File: src/rtl/usb_tx_pkt_retry_fifo_if.sv
// Bus bundle for the USB TX retry FIFO: write side, read side and
// packet-control strobes from the device controller.
interface usb_tx_pkt_retry_fifo_if #(
    parameter int DSIZE = 8,
    parameter int ASIZE = 9
);
    logic             write;
    logic [DSIZE-1:0] iData;
    logic             full;
    logic [ASIZE:0]   free;
    logic             read;
    logic [DSIZE-1:0] oData;
    logic             empty;
    logic [ASIZE:0]   unread;
    logic             txact;
    logic             pktfin;
    logic             pktretry;
    logic [ASIZE:0]   pkt_len;
    logic             err_ovf;
    logic             err_udf;

    modport master (
        output write, iData, read, txact, pktfin, pktretry,
        input  full, free, oData, empty, unread, pkt_len,
        input  err_ovf, err_udf
    );

    modport slave (
        input  write, iData, read, txact, pktfin, pktretry,
        output full, free, oData, empty, unread, pkt_len,
        output err_ovf, err_udf
    );
endinterface

File: src/rtl/usb_tx_pkt_retry_fifo.sv
// TX packet FIFO: bytes are freed only on host ACK; a NAK or
// timeout rewinds the read pointer to the start of the packet.
module usb_tx_pkt_retry_fifo #(
    parameter int DSIZE   = 8,
    parameter int ASIZE   = 9,
    parameter int MAX_PKT = 512
) (
    input logic CLK,
    input logic RST,
    usb_tx_pkt_retry_fifo_if.slave bus
);
    localparam int DEPTH = 1 << ASIZE;
    localparam logic [ASIZE:0] MAXP = (ASIZE+1)'(MAX_PKT);
    localparam logic [ASIZE:0] DEPTH_W = (ASIZE+1)'(DEPTH);

    logic [DSIZE-1:0] mem [DEPTH];
    logic [ASIZE:0]   wp;
    logic [ASIZE:0]   rp;
    logic [ASIZE:0]   ack_rp;
    logic [ASIZE:0]   unread_w;
    logic [ASIZE:0]   used_w;
    logic [ASIZE:0]   pkt_len_q;
    logic             full_w;
    logic             empty_w;
    logic             do_wr;
    logic             do_rd;
    logic             retry;
    logic             txact_d0;
    logic             ovf_q;
    logic             udf_q;

    // Full is judged against ack_rp so unacknowledged data survives.
    assign full_w = (wp[ASIZE] != ack_rp[ASIZE]) &&
                    (wp[ASIZE-1:0] == ack_rp[ASIZE-1:0]);
    assign empty_w  = (wp == rp);
    assign unread_w = wp - rp;
    assign used_w   = wp - ack_rp;

    // An ACK in the same cycle overrides the rewind request.
    assign retry = bus.pktretry && !bus.pktfin;
    assign do_wr = bus.write && !full_w;
    assign do_rd = bus.read && !empty_w && !retry;

    always_ff @(posedge CLK) begin
        if (do_wr) begin
            mem[wp[ASIZE-1:0]] <= bus.iData;
        end
    end

    always_ff @(posedge CLK) begin
        if (RST) begin
            wp       <= '0;
            rp       <= '0;
            ack_rp   <= '0;
            txact_d0 <= 1'b0;
            pkt_len_q <= '0;
            ovf_q    <= 1'b0;
            udf_q    <= 1'b0;
        end else begin
            txact_d0 <= bus.txact;
            if (do_wr) begin
                wp <= wp + 1'b1;
            end
            if (bus.write && full_w) begin
                ovf_q <= 1'b1;
            end
            if (bus.read && empty_w) begin
                udf_q <= 1'b1;
            end
            if (bus.pktfin) begin
                ack_rp <= rp;
            end
            if (retry) begin
                rp <= ack_rp;
            end else if (do_rd) begin
                rp <= rp + 1'b1;
            end
            if (bus.txact && !txact_d0) begin
                pkt_len_q <= (unread_w > MAXP) ? MAXP : unread_w;
            end
        end
    end

    assign bus.full    = full_w;
    assign bus.empty   = empty_w;
    assign bus.unread  = unread_w;
    assign bus.free    = DEPTH_W - used_w;
    assign bus.oData   = mem[rp[ASIZE-1:0]];
    assign bus.pkt_len = pkt_len_q;
    assign bus.err_ovf = ovf_q;
    assign bus.err_udf = udf_q;
endmodule

File: src/flat_wrapper.sv
// flat-port wrapper written by rule: the top's interface ports become plain ports
module usb_tx_pkt_retry_fifo_flat 
#(
    parameter int DSIZE   = 8,
    parameter int ASIZE   = 9,
    parameter int MAX_PKT = 512
)
  (CLK, RST, bus_write, bus_iData, bus_read, bus_txact, bus_pktfin, bus_pktretry, bus_full, bus_free, bus_oData, bus_empty, bus_unread, bus_pkt_len, bus_err_ovf, bus_err_udf);
  usb_tx_pkt_retry_fifo_if #(.DSIZE(DSIZE), .ASIZE(ASIZE)) bus_i ();
  input logic CLK;
  input logic RST;
  input wire logic [$bits(bus_i.write)-1:0] bus_write;
  input wire logic [$bits(bus_i.iData)-1:0] bus_iData;
  input wire logic [$bits(bus_i.read)-1:0] bus_read;
  input wire logic [$bits(bus_i.txact)-1:0] bus_txact;
  input wire logic [$bits(bus_i.pktfin)-1:0] bus_pktfin;
  input wire logic [$bits(bus_i.pktretry)-1:0] bus_pktretry;
  output wire logic [$bits(bus_i.full)-1:0] bus_full;
  output wire logic [$bits(bus_i.free)-1:0] bus_free;
  output wire logic [$bits(bus_i.oData)-1:0] bus_oData;
  output wire logic [$bits(bus_i.empty)-1:0] bus_empty;
  output wire logic [$bits(bus_i.unread)-1:0] bus_unread;
  output wire logic [$bits(bus_i.pkt_len)-1:0] bus_pkt_len;
  output wire logic [$bits(bus_i.err_ovf)-1:0] bus_err_ovf;
  output wire logic [$bits(bus_i.err_udf)-1:0] bus_err_udf;
  assign bus_i.write = bus_write;
  assign bus_i.iData = bus_iData;
  assign bus_i.read = bus_read;
  assign bus_i.txact = bus_txact;
  assign bus_i.pktfin = bus_pktfin;
  assign bus_i.pktretry = bus_pktretry;
  assign bus_full = bus_i.full;
  assign bus_free = bus_i.free;
  assign bus_oData = bus_i.oData;
  assign bus_empty = bus_i.empty;
  assign bus_unread = bus_i.unread;
  assign bus_pkt_len = bus_i.pkt_len;
  assign bus_err_ovf = bus_i.err_ovf;
  assign bus_err_udf = bus_i.err_udf;
  usb_tx_pkt_retry_fifo #(.DSIZE(DSIZE), .ASIZE(ASIZE), .MAX_PKT(MAX_PKT)) u_core (.CLK(CLK), .RST(RST), .bus(bus_i));
endmodule
File: config.mk
export PLATFORM = sky130hd
export DESIGN_NAME = usb_tx_pkt_retry_fifo_flat
export DESIGN_NICKNAME = d
export VERILOG_FILES = /design/src/rtl/usb_tx_pkt_retry_fifo_if.sv /design/src/rtl/usb_tx_pkt_retry_fifo.sv /design/src/flat_wrapper.sv
export SDC_FILE = /design/constraint.sdc
export NUM_CORES = 2
export LEC_CHECK = 0
export CORE_ASPECT_RATIO = 0.9
export CORE_MARGIN = 2
export CORE_UTILIZATION = 45
export DETAILED_ROUTE_END_ITERATION = 10
export PLACE_DENSITY = 0.65
export SLEW_MARGIN = 0
export SYNTH_ARGS = -nofsm -noshare
export SYNTH_HDL_FRONTEND = slang
export SYNTH_SLANG_ARGS = --single-unit
File: constraint.sdc
create_clock -name CLK -period 2.9 [get_ports CLK]
set_input_delay 0.58 -clock CLK [delete_from_list [all_inputs] [get_ports CLK]]
set_output_delay 0.58 -clock CLK [all_outputs]
set_load 0.01 [all_outputs]
==> impl_metrics.py <==
metrics = {
    "detailed_routing": {
        "wirelength_um": 474000,
        "vias": 89800,
        "firstDrtPassIters": 9,
        "ant_nets": 0,
        "drt_iter0_drc": 14200,
        "drc": 1,
        "post_drt_wl_per_cell_um": 32.2,
        "vias_per_cell": 6.10,
    },
    "clocking": {
        "clockBufferDepth": 4,
        "cts_tree": "built",
        "numCtsBuffers": 409,
        "htree_num_levels": 5,
        "clockRootBuffer": "clkbuf_16",
        "cts.sinks": 4148,
        "path_clk_slew_ns": 0.06,
        "clk_latency_ns": 1.01,
    },
    "yosys": {
        "synthTopCellsByCount": "edfxtp_1 (4,096), mux4_2 (985), nor2_1 (701), nand2_1 (261), mux2i_1 (245)",
        "syn-num-nets": 7813,
        "syn_area_um2": 162000,
        "synth_edf_count": 4096,
        "synth_area_leaders": "edfxtp_1 (76%), mux4_2 (14%), nor2_1 (1.6%), mux2i_1 (1.5%), dfxtp_1 (0.64%)",
        "ys_ff_latch": 4148,
        "ys_seq_area_share_pct": 76.6,
        "synthFlopType": "edfxtp_1",
        "yosysTopAreaCell": "edfxtp_1",
        "synth.distinct_cells": 81,
        "synth_cells": 7765,
        "synth.most_common_cell": "edfxtp_1",
        "yosys.area.top_type_share_pct": 76.0,
        "synth_warnings": 0,
        "ys_async_sr_fraction_pct": 0,
        "syn_avg_cell_area_um2": 20.9,
    },
    "critical_path": {
        "r2r_slack_ns": 0.05,
        "critPathArrivalTime_ns": 4.48,
        "required_ns": 2.32,
        "cpMaxStageDelayCell": "nor4_4",
        "critPathKind": "flip-flop to primary output",
        "critPathBufInv": 8,
        "cp_top_family": "buffers and inverters",
        "cp-end-kind": "primary output",
        "crit_top_cell": "buf_4",
        "slowest_delay_ns": 0.57,
        "path_cells": "buf_12, buf_4, buf_12, buf_12, buf_16, buf_4, mux4_2, mux2i_1, o21ai_0, nor3_1, nor4_4, nor3_4, buf_4, nor4_4, buf_4",
        "path_depth": 15,
        "reg2regPathDepth": 18,
        "worstSetupStartpointType": "flip-flop",
        "critPathMaxFanout": 7,
        "reg2reg_to": "u_core.bus.pkt_len[6]",
        "rr_startpoint": "u_core.wp[0]",
    },
    "timing": {
        "hold_violations": 0,
        "fmax_mhz": 197,
        "finalMaxSlewViolations": 0,
        "slew_headroom_pct": 24.1,
        "fin_crit_sh_pct": 175,
        "worst_pin_slew_ns": 1.14,
        "period_needed_ns": 5.06,
        "skew_ns": 0.0775,
        "setup_ws_ns": -2.16,
        "tns_ns": -25.20,
        "grt_setup_unrepaired": "yes",
        "finalSetupViolCount": 27,
    },
    "placed_design": {
        "port_buffers": 56,
        "place.gp.congestion": 0.885,
        "dp_slack_ns": -2.15,
        "dp_hpwl_um": 314000,
    },
    "power_and_ir_drop": {
        "leakagePower_nw": 65.2,
        "ir_worst_vdd_v": 0.000602,
        "cellPowerDensity_nw_per_um2": 673,
    },
    "floorplanning": {
        "die_area_um2": 365000,
        "fp-row-count": 208,
        "fp.dieH_um": 573,
        "io_pins": 57,
        "start_util_pct": 45.3,
        "core_area_um2": 357000,
        "die_x_um": 636,
    },
    "cells_and_area": {
        "nets": 9678,
        "layout-drive-gt1-share_pct": 39.3,
        "multiInputGateArea_um2": 37300,
        "n_fill_cell": 26200,
        "seqCellArea_um2": 124000,
        "area_delta_synth_final_pct": 23.0,
    },
    "global_routing": {
        "grt_pass1_vias": 88900,
        "grt_pass1_wl_um": 666000,
        "grt_use_total_pct": 25.5,
        "grt_overflow_total": 0,
        "grt_max_degree": 152,
        "antenna_found_initial": 25,
    },
    "outcome": {
        "status": "finished, violations left",
        "violations": "DRC, setup timing",
    },
    "hold_path": {
        "min_to": "u_core.mem[285][6]",
        "hold_start": "bus_iData[6]",
        "hp-class": "input pin to flip-flop",
        "whs_path_depth": 1,
    },
    "flow_run": {
        "max-cap-violations": 0,
    },
}
[routing by layer]
metal	wire length, µm	part of all wire, %	global-route usage, %	vias up
met5	61	0.013	0	-
met4	19300	4.1	9.17	10
met3	54100	11	5.30	809
met2	216000	46	38.8	5677
met1	184000	39	36.7	47300
li1	-	-	-	36000
[per-stage QoR]
stage | utilization (%) | cell area [µm²] | hold slack, ns | power, mW | cells
floorplan | - | 162000 | 0.464 | 74.0 | 7765
global placement | 50.7 | 181000 | 0.443 | 80.1 | 13800
detailed placement | 50.7 | 181000 | 0.456 | 80.2 | 13800
CTS | 55.4 | 198000 | 0.0104 | 134 | 14700
global route | 55.7 | 199000 | 0.0442 | 137 | 14700
finish | 55.7 | 199000 | 0.0594 | 134 | 14700
[worst reg2reg max path: stages, from the launching register on]
cell and delay (ns):
dfxtp_2 0.34, buf_6 0.10, buf_6 0.10, inv_4 0.04
ha_4 0.16, fa_2 0.36, o21ai_2 0.20, a21oi_2 0.10
o21bai_1 0.16, a21oi_1 0.10, xnor2_1 0.17, buf_4 0.15
buf_4 0.12, buf_4 0.12, buf_4 0.12, buf_4 0.12
buf_4 0.12, nand3_1 0.09, a21oi_2 0.07
[state kept, by name, summed over array words and instances, names as in the netlist, named ones only]
signal / count
u_core.ack_rp: 10
u_core.bus.err_ovf: 1
u_core.bus.err_udf: 1
u_core.bus.pkt_len: 10
u_core.mem: 4096
u_core.rp: 10
u_core.txact_d0: 1
u_core.wp: 10
[power by group]
group / switching [mW] / total (mW) / internal, mW / leakage (nW)
logic: 7.94 / 14.8 / 6.86 / 21.4
registers: 0.0605 / 65.9 / 65.9 / 37.2
clock network: 22.9 / 53.4 / 30.4 / 6.50
total: 30.9 / 134 / 103 / 65.2
[worst max-delay path by stage]
stage / end
2_1_floorplan: bus_oData[5]
3_3_place_gp: bus_oData[7]
3_5_place_dp: bus_oData[7]
4_1_cts: bus_oData[1]
5_1_grt: bus_oData[1]
6_report: bus_oData[7]
[timing repair]
item                                    4_1_cts  5_1_grt
cloned                                       12        2
setup buffers                               144       44
endpoints found under the setup margin     1008     1384
hold buffers                                  3        0
hold endpoints to repair                     40        0
resized for setup                           498      224
pin swaps                                   108       89
[cell usage in the layout (no fill, tap or decap), types with 17 or more instances in the layout]
cell and instances:
buf_12 221, clkinvlp_4 25, nor2_2 60, o22ai_1 65, nand2_2 24, bufinv_16 47, a22oi_1 18, clkdlybuf4s50_1 18
clkbuf_1 71, nand4_1 17, nor3_1 23, nand3_1 54, mux4_2 987, o21ai_0 79, buf_8 25, a21oi_1 90
buf_4 1529, edfxtp_1 4096, clkbuf_16 415, buf_6 89, xnor2_1 22, dfxtp_2 17, a31oi_1 27, nand2_1 234
mux2i_1 231, a221oi_1 17, clkinv_1 90, dfxtp_1 30, a211oi_1 20, mux2_2 55, inv_1 22, o221ai_1 38
clkinv_2 74, nor2_1 630, o211ai_1 28, ha_4 17
[cell families (layout without fill, tap and decap cells)]
logic type	Yosys count	count (layout)	share of synthesized area (%)
DFF	4148	4148	76.6
adders and majority gates	33	33	0.264
and+or+nand+nor	1160	1160	2.95
other	0	9	0
buffers and inverters	509	2717	1.77
AOI/OAI and AO/OA	574	574	2.35
muxes	1310	1310	15.9
xor gates and xnor gates	31	31	0.168
[layout make-up]
type / instances / share of cell area [%]
clock buffers: 485 / 5.33
multi-input cells: 3108 / 18.7
flip-flops and latches: 4148 / 62.3
repair buffers: 1925 / 9.17
diodes: 9 / 0.0113
clock inverters: 269 / 1.40
well taps: 4725 / 2.97
inverters: 38 / 0.0792
Note: power is estimated with default switching activity, not from simulation.
